File: src/rtl/score_keeper_if.sv
// Line-clear handshake, soft-drop input and the statistics shown on the overlay.
// master = playfield side, slave = score_keeper.
interface score_keeper_if;
    logic        new_game;
    logic        clear_valid;
    logic [2:0]  clear_rows;
    logic        clear_ready;
    logic        soft_drop;
    logic [31:0] score;
    logic [31:0] level;
    logic [31:0] rows_cleared;
    logic        level_up;
    logic        busy;

    modport master (
        output new_game, clear_valid, clear_rows, soft_drop,
        input  clear_ready, score, level, rows_cleared, level_up, busy
    );

    modport slave (
        input  new_game, clear_valid, clear_rows, soft_drop,
        output clear_ready, score, level, rows_cleared, level_up, busy
    );
endinterface

File: src/rtl/score_keeper.sv
// Score, level and rows-cleared statistics.
// Line-clear points are base * (level + 1), built by repeated addition.
//
// state  | meaning
// IDLE   | ready for a line-clear event
// ACCUM  | add base once per cycle, level+1 times
// COMMIT | fold acc into score, update rows and level
module score_keeper #(
    parameter int unsigned START_LEVEL    = 0,
    parameter int unsigned ROWS_PER_LEVEL = 10,
    parameter int unsigned MAX_LEVEL      = 99,
    parameter int unsigned MAX_SCORE      = 999999,
    parameter int unsigned MAX_ROWS       = 999
) (
    input logic           Clk,
    input logic           Reset,
    score_keeper_if.slave sk
);
    typedef enum logic [1:0] {IDLE, ACCUM, COMMIT} state_t;

    state_t      state, state_next;
    logic [2:0]  n_q;
    logic [31:0] base_q;
    logic [31:0] iter_q;
    logic [31:0] acc_q;
    logic [31:0] score_q;
    logic [31:0] level_q;
    logic [31:0] rows_q;
    logic [31:0] ril_q;
    logic        level_up_q;

    logic        clr;
    logic        ready_c;
    logic        valid_rows;
    logic        accept;
    logic [31:0] base_lut;
    logic [31:0] ril_sum;
    logic [31:0] rows_sum;
    logic [31:0] score_sum;

    function automatic logic [31:0] sat(input logic [31:0] v, input logic [31:0] m);
        return (v > m) ? m : v;
    endfunction

    assign clr        = Reset | sk.new_game;
    assign valid_rows = (sk.clear_rows != 3'd0) && (sk.clear_rows <= 3'd4);
    assign accept     = sk.clear_valid & ready_c;

    always_comb begin
        base_lut = 32'd0;
        case (sk.clear_rows)
            3'd1:    base_lut = 32'd40;
            3'd2:    base_lut = 32'd100;
            3'd3:    base_lut = 32'd300;
            3'd4:    base_lut = 32'd1200;
            default: base_lut = 32'd0;
        endcase
    end

    always_ff @(posedge Clk) begin
        if (clr) state <= IDLE;
        else     state <= state_next;
    end

    always_comb begin
        state_next = state;
        ready_c    = 1'b0;
        case (state)
            IDLE: begin
                ready_c = 1'b1;
                if (accept && valid_rows) state_next = ACCUM;
            end
            ACCUM: begin
                if (iter_q == 32'd1) state_next = COMMIT;
            end
            COMMIT:  state_next = IDLE;
            default: state_next = IDLE;
        endcase
    end

    assign ril_sum   = ril_q + {29'd0, n_q};
    assign rows_sum  = rows_q + {29'd0, n_q};
    // soft_drop counts in every state, and stacks with a commit in the same cycle
    assign score_sum = score_q + ((state == COMMIT) ? acc_q : 32'd0) + {31'd0, sk.soft_drop};

    always_ff @(posedge Clk) begin
        if (clr) begin
            n_q        <= 3'd0;
            base_q     <= 32'd0;
            iter_q     <= 32'd0;
            acc_q      <= 32'd0;
            score_q    <= 32'd0;
            level_q    <= START_LEVEL;
            rows_q     <= 32'd0;
            ril_q      <= 32'd0;
            level_up_q <= 1'b0;
        end else begin
            level_up_q <= 1'b0;
            score_q    <= sat(score_sum, MAX_SCORE);
            case (state)
                IDLE: begin
                    if (accept && valid_rows) begin
                        n_q    <= sk.clear_rows;
                        base_q <= base_lut;
                        iter_q <= level_q + 32'd1;
                        acc_q  <= 32'd0;
                    end
                end
                ACCUM: begin
                    acc_q  <= acc_q + base_q;
                    iter_q <= iter_q - 32'd1;
                end
                COMMIT: begin
                    rows_q <= sat(rows_sum, MAX_ROWS);
                    if (ril_sum >= ROWS_PER_LEVEL) begin
                        ril_q <= ril_sum - ROWS_PER_LEVEL;
                        if (level_q < MAX_LEVEL) begin
                            level_q    <= level_q + 32'd1;
                            level_up_q <= 1'b1;
                        end
                    end else begin
                        ril_q <= ril_sum;
                    end
                end
                default: ;
            endcase
        end
    end

    assign sk.clear_ready  = ready_c;
    assign sk.busy         = ~ready_c;
    assign sk.score        = score_q;
    assign sk.level        = level_q;
    assign sk.rows_cleared = rows_q;
    assign sk.level_up     = level_up_q;
endmodule

File: src/flat_wrapper.sv
// flat-port wrapper written by rule: the top's interface ports become plain ports
module score_keeper_flat 
#(
    parameter int unsigned START_LEVEL    = 0,
    parameter int unsigned ROWS_PER_LEVEL = 10,
    parameter int unsigned MAX_LEVEL      = 99,
    parameter int unsigned MAX_SCORE      = 999999,
    parameter int unsigned MAX_ROWS       = 999
)
  (Clk, Reset, sk_new_game, sk_clear_valid, sk_clear_rows, sk_soft_drop, sk_clear_ready, sk_score, sk_level, sk_rows_cleared, sk_level_up, sk_busy);
  score_keeper_if sk_i ();
  input logic Clk;
  input logic Reset;
  input wire logic [$bits(sk_i.new_game)-1:0] sk_new_game;
  input wire logic [$bits(sk_i.clear_valid)-1:0] sk_clear_valid;
  input wire logic [$bits(sk_i.clear_rows)-1:0] sk_clear_rows;
  input wire logic [$bits(sk_i.soft_drop)-1:0] sk_soft_drop;
  output wire logic [$bits(sk_i.clear_ready)-1:0] sk_clear_ready;
  output wire logic [$bits(sk_i.score)-1:0] sk_score;
  output wire logic [$bits(sk_i.level)-1:0] sk_level;
  output wire logic [$bits(sk_i.rows_cleared)-1:0] sk_rows_cleared;
  output wire logic [$bits(sk_i.level_up)-1:0] sk_level_up;
  output wire logic [$bits(sk_i.busy)-1:0] sk_busy;
  assign sk_i.new_game = sk_new_game;
  assign sk_i.clear_valid = sk_clear_valid;
  assign sk_i.clear_rows = sk_clear_rows;
  assign sk_i.soft_drop = sk_soft_drop;
  assign sk_clear_ready = sk_i.clear_ready;
  assign sk_score = sk_i.score;
  assign sk_level = sk_i.level;
  assign sk_rows_cleared = sk_i.rows_cleared;
  assign sk_level_up = sk_i.level_up;
  assign sk_busy = sk_i.busy;
  score_keeper #(.START_LEVEL(START_LEVEL), .ROWS_PER_LEVEL(ROWS_PER_LEVEL), .MAX_LEVEL(MAX_LEVEL), .MAX_SCORE(MAX_SCORE), .MAX_ROWS(MAX_ROWS)) u_core (.Clk(Clk), .Reset(Reset), .sk(sk_i));
endmodule
File: config.mk
export PLATFORM = sky130hd
export DESIGN_NAME = score_keeper_flat
export DESIGN_NICKNAME = d
export VERILOG_FILES = /design/src/rtl/score_keeper_if.sv /design/src/rtl/score_keeper.sv /design/src/flat_wrapper.sv
export SDC_FILE = /design/constraint.sdc
export NUM_CORES = 1
export LEC_CHECK = 0
export BUFFER_PORTS_ARGS = -buffer_cell sky130_fd_sc_hd__buf_2
export CORE_ASPECT_RATIO = 0.5
export CORE_MARGIN = 1
export CORE_UTILIZATION = 45
export DETAILED_ROUTE_END_ITERATION = 10
export SYNTH_ARGS = -nofsm -noshare
export SYNTH_HDL_FRONTEND = slang
export SYNTH_SLANG_ARGS = --single-unit
File: constraint.sdc
create_clock -name Clk -period 9.05 [get_ports Clk]
set_input_delay 0.905 -clock Clk [delete_from_list [all_inputs] [get_ports Clk]]
set_output_delay 0.905 -clock Clk [all_outputs]
set_load 0.03 [all_outputs]
==> metrics, run 1 <==
status finished clean; die width 248 µm; Async S/R FF share, synth 0%; hold slack roughly 0.46 ns; maxcap violations 0; Mean Syn Cell Area between 7 and 8 µm²; gr usage total roughly a quarter; DRC violation count after routing 0; Detail Route Antenna Nets 0; relative slew slack 21.1%; DR WL/cell around 18 µm; Tightest Pin Transition 1.17 ns; Clock Path Buffers 3; Seq cells post-synth roughly 200; Worst Setup Start Kind flop; Layout area overhead 10.1%; worst hold path stage count 2; CTS buffer count 21; WP data required 9.39 ns; slowest stage delay, CP 0.74 ns; total die area between 30000 and 40000 µm²; count leader, synth dfxtp_1; Seq/Total Area, Yosys roughly 30%; Leak Pwr approximately 5.7 nW; Vias 13300; Setup Crit Path Kind reg2reg; top cells by area, synth dfxtp_1 (30%), nand2_1 (5.3%), a21oi_1 (4.7%); vias in the first global route 12400; Mapped Area roughly 14000 µm²; Post-Route WL about 38000 µm; cells after synthesis approximately 1800; total power 1.95 mW; Slowest cell on crit path a221oi_1; FMAX 0.213 GHz; prevailing post-synth register cell dfxtp_1; Post-synth EDFFs 0; Placer Congestion ~0.92; clock tree root driver cell clkbuf_16; Final #Nets approximately 1800; FF-to-FF path depth 12; CTS sink cnt ~200; clock-pin slew on the worst setup and hold paths around 0.07 ns; Max Slew Vio Count 0; port bufs between 100 and 150; initial antenna violation count 0; first-pass GRT wire length approximately 63000 µm; core outline area 29300 µm²; power density cells 130 nW/µm²; # rows between 40 and 50; fin crit share about half; Data arrival, critical path just over 5 ns; CP Cell Sequence nor2b_4 > and2_1 > ha_1 > and3_1 > a221oi_1 > nor3_1 > a221oi_1 > nor4b_1 > o221ai_1 > nor4_1 > and4_1 > a31oi_1; Die H 125 µm; drt first pass iters 6; Synth top cells by count dfxtp_1 (202), nand2_1 (194), a21oi_1 (127), nor2_1 (119), clkbuf_1 (93); CTS tree built; Min-Delay Path Class reg2reg; RSZ-0062 raised after global routing no; Tmin final between 4 and 5 ns; Max VDD drop ~100 µV; Setup crit end kind flop; Post-CTS Setup Inserts 0; Setup Skew 0.0180 ns; TNS Setup 0 ns; share of cells above drive strength 1 approximately 11%; Max FO, Critical Path 29; Fin. Hold Viols 0; H-tree depth 1; clk_lat worst skew between 0.5 and 0.6 ns; total grt overflow 0; post-DR vias/cell about 6.1; cells resized by post-CTS repair 0; I/O Pins between 100 and 150; YS warnings 0; Initial Util between 40% and 50%; area share of the largest cell type after synthesis around 30%; hold_buf cts 0; Yosys cell types 86; Detailed Route Iter0 Violations roughly 860; antenna diode count 0; final setup fails 0; area leader, netlist dfxtp_1; dpl hpwl 27500 µm; Top cell by count, worst path a221oi_1; largest net degree at the start of global routing between 70 and 80
-- cell usage in the layout, fill, tap and decap left out, types with 52 or more instances in the layout --
master     n
o21ai_0   72
nor2_1   118
nand3_1   74
nand2_1  194
and2_1    61
nor3_1    52
buf_2    106
a21oi_1  127
mux2i_1   52
dfxtp_1  202
xnor2_1   63
-- worst paths after layout --
kind | from | endpoint | slack [ns]
hold / removal | u_core.ril_q[0] | u_core.ril_q[0] | 0.46
setup / recovery | u_core.state[1] | u_core.sk.score[3] | 4.35
hold reg to reg | u_core.ril_q[0] | u_core.ril_q[0] | 0.46
setup reg to reg | u_core.state[1] | u_core.sk.score[3] | 4.35
-- metrics by stage --
stage	utilization (%)	cells	instance area, µm²	setup slack, ns
2_1_floorplan	-	1763	13700	4.47
3_5_place_dp	48.8	2156	14300	4.43
4_1_cts	51.1	2193	15000	4.40
3_3_place_gp	48.8	2156	14300	4.63
5_1_grt	51.1	2193	15000	3.89
6_report	51.1	2193	15000	4.35
-- cell type report --
| type | instances | area, µm² |
|---|---|---|
| fill | 2841 | 14300 |
| sequential | 202 | 4040 |
| inverter | 35 | 131 |
| tap | 391 | 489 |
| multi-input combinational | 1409 | 9020 |
| timing repair buffer | 119 | 628 |
| clock inverter | 9 | 104 |
| clock buffer | 28 | 582 |
-- state kept, by name, summed over array words and instances (netlist names) --
register / count
u_core.sk.level_up: 1
u_core.acc_q: 30
u_core.sk.level: 32
u_core.state: 2
u_core.base_q: 6
u_core.iter_q: 32
u_core.sk.score: 32
u_core.sk.rows_cleared: 32
u_core.ril_q: 32
u_core.n_q: 3
-- power by group --
| part | internal [mW] | switching [mW] |
|---|---|---|
| registers | 0.900 | 0.00975 |
| logic | 0.0475 | 0.109 |
| clock network | 0.510 | 0.375 |
| total | 1.46 | 0.495 |
-- critical path: cells and delay by family, from the launching register on --
kind / cells / cell delay [ns]
compound gates: 4 / 1.49
flops: 1 / 0.42
simple gates: 7 / 2.27
fa+ha+maj: 1 / 0.32
-- logic make-up after synthesis --
| family | Yosys count | synth area share (%) |
|---|---|---|
| AND/OR/NAND/NOR | 761 | 29.0 |
| AO/OA/AOI/OAI | 436 | 21.6 |
| flip-flops | 202 | 29.7 |
| buffers and inverters | 152 | 4.58 |
| XOR/XNOR | 91 | 5.85 |
| multiplexers | 56 | 4.18 |
| adder cells (fa/ha/maj) | 53 | 5.03 |
| other | 1 | 0.0275 |
-- layer usage --
metal	up-vias	GRT usage [%]	share of wire, %
li1	6538	-	-
met1	6358	32.9	46
met2	393	40.9	47
met3	47	3.35	5.3
met4	0	5.30	1.5
met5	-	0	0
Note: power is estimated with default switching activity, not from simulation.
==> run 2, diff against run 1 <==
--- a/config.mk
+++ b/config.mk
@@ -5,6 +5,7 @@
 export SDC_FILE = /design/constraint.sdc
 export NUM_CORES = 1
 export LEC_CHECK = 0
+export ABC_AREA = 1
 export BUFFER_PORTS_ARGS = -buffer_cell sky130_fd_sc_hd__buf_2
 export CORE_ASPECT_RATIO = 0.5
 export CORE_MARGIN = 1
==> constraint.sdc (replaced) <==
create_clock -name Clk -period 4.3 [get_ports Clk]
set_input_delay 0.43 -clock Clk [delete_from_list [all_inputs] [get_ports Clk]]
set_output_delay 0.43 -clock Clk [all_outputs]
set_load 0.03 [all_outputs]
==> metrics, run 2 <==
Post-synth EDFFs 0; Hold Crit Endpoint u_core.n_q[2]; hold_buf cts 0; CTS sink cnt 202; Layout area overhead 11.3%; Async S/R FF share, synth 0%; Yosys cell types 51; worst hold path stage count 3; most frequent cells in the layout nand2_1 (753), inv_1 (386), nor2_1 (352), dfxtp_1 (202), nand3_1 (158); Detailed Route Iter0 Violations between 1000 and 1500; H-tree depth 1; drt first pass iters 5; prevailing post-synth register cell dfxtp_1; FMAX about 0.29 GHz; Initial Util a little under half; vias in the first global route about 14000; Max VDD drop 263 µV; power density cells 255 nW/µm²; Max FO, Critical Path 34; WP data required approximately 4.8 ns; area share of the largest cell type after synthesis between 20% and 30%; most common cell after layout, fill and taps aside nand2_1; Placer Congestion between 0.9 and 1; dpl hpwl 33600 µm; Max Slew Vio Count 0; clk_lat worst skew between 0.5 and 0.6 ns; total grt overflow 0; antenna diode count 0; Final #Nets 2666; power share of the clock group between 40 and 50%; share of cells above drive strength 1 under 10%; Synth top cells by count nand2_1 (754), inv_1 (386), nor2_1 (355), dfxtp_1 (202), nand3_1 (158); top cells by area, synth dfxtp_1 (27%), nand2_1 (19%), inv_1 (9.8%); total die area about 34000 µm²; post-route insts no fill approximately 3000; Clock Path Buffers 3; Mean Syn Cell Area about 6 µm²; gr usage total a little over a quarter; DRC violation count after routing 0; Design Area, Final approximately 16000 µm²; I/O Pins 107; total power about 4.2 mW; Post-Route WL approximately 44000 µm; Tightest Pin Transition 0.794 ns; NetSw 1.12 mW; Worst Setup Start Kind flop; YS warnings 0; Min-Delay Path Class in2reg; first-pass GRT wire length approximately 71000 µm; Setup Skew 0.0122 ns; RSZ-0062 raised after global routing no; clock tree root driver cell clkbuf_16; port bufs around 110; Critical R2R Capture u_core.sk.level[5]; post-route core utilization 51.5%; final setup fails 0; switch share 26.6%; count leader, synth nand2_1; Detail Route Antenna Nets 0; Comb pwr share 9.3%; initial antenna violation count 0; Tmin final about 3.5 ns; die width ~260 µm; CTS buffer count 22; Setup crit end kind flop; Vias between 15000 and 20000; sequential power share about 46%; fin crit share 80.8%; area leader, netlist dfxtp_1; FF-to-FF path depth 20; Fin. Hold Viols 0; cells resized by post-CTS repair 0; Internal roughly 3.1 mW; cells after synthesis approximately 2500; TNS Setup 0 ns; Setup Crit Path Kind reg2reg; Post-CTS Setup Inserts 0; maxcap violations 0; placed insts around 3000; Data arrival, critical path approximately 3.9 ns; CTS tree built; post-DR vias/cell slightly above 5; Seq/Total Area, Yosys between 20% and 30%; R2R Path Start u_core.n_q[0]; largest net degree at the start of global routing 79; status finished clean; # rows 46; Seq cells post-synth approximately 200; Leak Pwr ~8 nW; relative slew slack around 47%; Mapped Area roughly 15000 µm²; placed instance area about 16000 µm²; flop2flop setup slack 0.82 ns; hold wc startpoint sk_clear_rows[2]; Die H 130 µm; core outline area between 30000 and 40000 µm²; DR WL/cell 14.5 µm; clock-pin slew on the worst setup and hold paths 0.07 ns
run 2: cell types whose count changed after synthesis, moves of 49 or more:
cell / delta
nand2_1: +560
inv_1: +351
nor2_1: +236
nand3_1: +84
and2_1: -60
mux2i_1: -52
xnor2_1: -49
run 2: cell families (layout without fill, tap and decap cells):
kind of cell,Yosys count,count (layout),share of synthesized area (%)
and+or+nand+nor,1458,1458,41.8
buffers and inverters,457,554,11.7
AOI/OAI and AO/OA,258,258,9.73
DFF,202,202,27.3
xor gates and xnor gates,82,82,4.85
adders and majority gates,53,53,4.63
other,1,12,0.0253
run 2: critical path: stages (launching register included):
cell	delay (ns)
dfxtp_1	0.39
ha_1	0.27
inv_1	0.07
fa_1	0.39
inv_1	0.09
nand3_1	0.06
nand2_1	0.21
nand2_1	0.16
inv_1	0.10
nand3_1	0.09
nand2_1	0.19
nand2_1	0.13
inv_2	0.06
nand2_1	0.08
nor2_4	0.17
nand3_4	0.37
nand2_2	0.27
inv_2	0.11
nand2_1	0.07
nand2_1	0.04
nor2_1	0.09
run 2: through the flow:
step / hold WS [ns] / setup WS (ns)
2_1_floorplan: 0.410 / 1.31
3_3_place_gp: 0.427 / 0.843
6_report: 0.248 / 0.824
3_5_place_dp: 0.435 / 0.865
4_1_cts: 0.216 / 0.828
5_1_grt: 0.242 / 0.403
run 2: routing by layer:
layer	track usage (%)	routed length, µm	vias up
met2	43.0	19400	303
met4	5.22	772	0
met5	0	0	-
li1	-	-	8043
met1	37.1	22200	7002
met3	2.87	1910	46
run 2: power groups by stage:
stage                     sequential, mW  clock [mW]  combinational (mW)
final                               1.92        1.89               0.389
after global routing                1.92        2.02               0.438
after CTS                           1.92        1.96               0.389
after detailed placement            1.96           0               0.387
after global placement              1.96           0               0.386
after floorplan                     1.98           0               0.262
run 2: worst max path at each step:
stage / slack, ns / from / cells after the start / endpoint
final: 0.82 / u_core.n_q[0] / 20 / u_core.sk.level[5]
after global routing: 0.40 / u_core.n_q[0] / 20 / u_core.sk.level[5]
after CTS: 0.83 / u_core.n_q[0] / 20 / u_core.sk.level[5]
after detailed placement: 0.86 / u_core.n_q[0] / 20 / u_core.sk.level[5]
after global placement: 0.84 / u_core.n_q[0] / 20 / u_core.sk.level[5]
after floorplan: 1.31 / u_core.state[0] / 23 / u_core.sk.score[2]
run 2: layout make-up:
class | instances | area (µm²)
clock buffer | 30 | 622
clock inverter | 8 | 67.6
fill | 3469 | 15500
inverter | 400 | 1500
multi-input combinational | 1863 | 9090
sequential | 202 | 4040
tap | 432 | 541
timing repair buffer | 116 | 606
==> run 3, diff against run 2 <==
==> constraint.sdc (replaced) <==
create_clock -name Clk -period 3.3 [get_ports Clk]
set_input_delay 0.33 -clock Clk [delete_from_list [all_inputs] [get_ports Clk]]
set_output_delay 0.33 -clock Clk [all_outputs]
set_load 0.03 [all_outputs]
==> metrics, run 3 (synthesized netlist as in run 2, its figures left out) <==
FF-to-FF path depth 18; status finished clean; Detailed Route Iter0 Violations 1004; vias in the first global route 13700; most frequent cells in the layout nand2_1 (750), inv_1 (386), nor2_1 (348), dfxtp_1 (202), nand3_1 (155); antenna diode count 0; Max Slew Vio Count 0; final setup fails 0; Detail Route Antenna Nets 0; total grt overflow 0; Initial Util 46.2%; slowest stage delay, CP roughly 0.38 ns; hold slack between 0.1 and 0.15 ns; # rows between 40 and 50; Max VDD drop about 290 µV; Die H approximately 130 µm; flop2flop setup slack 0.22 ns; Leak Pwr between 8 and 9 nW; worst hold path stage count 3; DR WL/cell roughly 15 µm; placed instance area about 16000 µm²; drt first pass iters 5; Clock Path Buffers 3; Setup Skew around 0.019 ns; H-tree depth 1; CTS sink cnt a little over 200; Min-Delay Path Class in2reg; clock tree root driver cell clkbuf_16; clk_lat worst skew 0.54 ns; final worst slack between 0.2 and 0.25 ns; Tmin final 3.08 ns; Max FO, Critical Path 15; register area between 4000 and 5000 µm²; power density cells approximately 340 nW/µm²; Setup Crit Path Kind reg2reg; Design Area, Final roughly 17000 µm²; post-place setup slack about 0.055 ns; Fin. Hold Viols 0; most common cell after layout, fill and taps aside nand2_1; Setup crit end kind flop; largest net degree at the start of global routing between 70 and 80; Critical R2R Capture u_core.ril_q[15]; dpl hpwl between 30000 and 40000 µm; first-pass GRT wire length 71200 µm; Layout fillers about 3400; post-route core utilization a little over half; Hold Crit Endpoint u_core.n_q[2]; WP data required approximately 3.7 ns; FMAX around 0.32 GHz; share of cells above drive strength 1 10.4%; Worst Setup Start Kind flop; core outline area approximately 32000 µm²; Layout area overhead 14.0%; hold wc startpoint sk_clear_rows[2]; Final #Nets 2689; CTS tree built; multi-input logic area ~9200 µm²; port bufs 106; gr usage total a little over a quarter; fin crit share around 93%; DRC violation count after routing 0; total power around 5.8 mW; Vias ~15000; Slowest cell on crit path fa_1; R2R Path Start u_core.n_q[0]; maxcap violations 0; CTS buffer count 22; initial antenna violation count 0; total die area between 30000 and 40000 µm²; Tightest Pin Transition 0.875 ns; Post-Route WL about 45000 µm; Top cell by count, worst path nand2_1; clock-pin slew on the worst setup and hold paths approximately 0.070 ns; I/O Pins approximately 110; relative slew slack 41.6%; post-DR vias/cell 4.99; die width 258 µm; Data arrival, critical path ~3.5 ns; CP Cell Sequence ha_1 > inv_1 > fa_1 > inv_1 > nand2_1 > nand2_1 > nand3_1 > nor2_1 > nand2_1 > nand2_1 > nand2_1 > inv_2 > nand2_2 > nor2_4 > nand3_4 > buf_4 > o21ai_0 > a21oi_1; Placer Congestion 0.950
run 3: timing repair:
item                                    4_1_cts  5_1_grt
hold buffers                                  0        0
endpoints found under the setup margin        0       58
resized for setup                             0       19
setup buffers                                 0        9
run 3: cell type report:
cell class	instances	area share, %
Multi-Input combinational cell	1865	54.5
Sequential cell	202	24.0
Clock inverter	9	0.727
Inverter	400	8.91
Tap cell	432	3.21
Timing Repair Buffer	137	4.75
Clock buffer	30	3.92
run 3: report_power, final:
group          switching [mW]  total [mW]  internal [mW]
Sequential             0.0301        2.50           2.47
Clock                    1.11        2.74           1.64
Combinational           0.356       0.517          0.161
Total                    1.49        5.76           4.27
run 3: how the worst max path moves through the flow:
stage                          startpoint                  to  slack (ns)  cells past startpoint
after detailed placement  u_core.state[0]  u_core.sk.score[6]        0.05                     22
after global placement    u_core.state[0]  u_core.sk.score[6]        0.06                     20
after global routing      u_core.state[0]  u_core.sk.score[7]       -0.05                     21
after CTS                 u_core.state[0]  u_core.sk.score[6]        0.02                     22
after floorplan           u_core.state[0]  u_core.sk.score[2]        0.31                     23
final                       u_core.n_q[0]    u_core.ril_q[15]        0.22                     18
run 3: critical path, delay by kind of cell, from the launching register on:
family	cells	cell delay, ns
AO/OA/AOI/OAI	2	0.17
adder cells (fa/ha/maj)	2	0.58
buffers and inverters	4	0.45
flip-flops	1	0.36
AND/OR/NAND/NOR	10	1.36
run 3: through the flow:
step                      setup TNS (ns)  std cells
after detailed placement               0       3025
after floorplan                        0       2522
final                                  0       3075
after global routing             -0.0785       3075
after CTS                              0       3064
after global placement                 0       3025
run 3: layer usage:
| metal | global-route usage, % | up-vias | share of wire (%) |
|---|---|---|---|
| li1 | - | 8111 | - |
| met5 | 0 | - | 0 |
| met1 | 36.5 | 6832 | 49 |
| met2 | 42.9 | 349 | 44 |
| met3 | 3.59 | 54 | 4.7 |
| met4 | 5.50 | 0 | 2.0 |
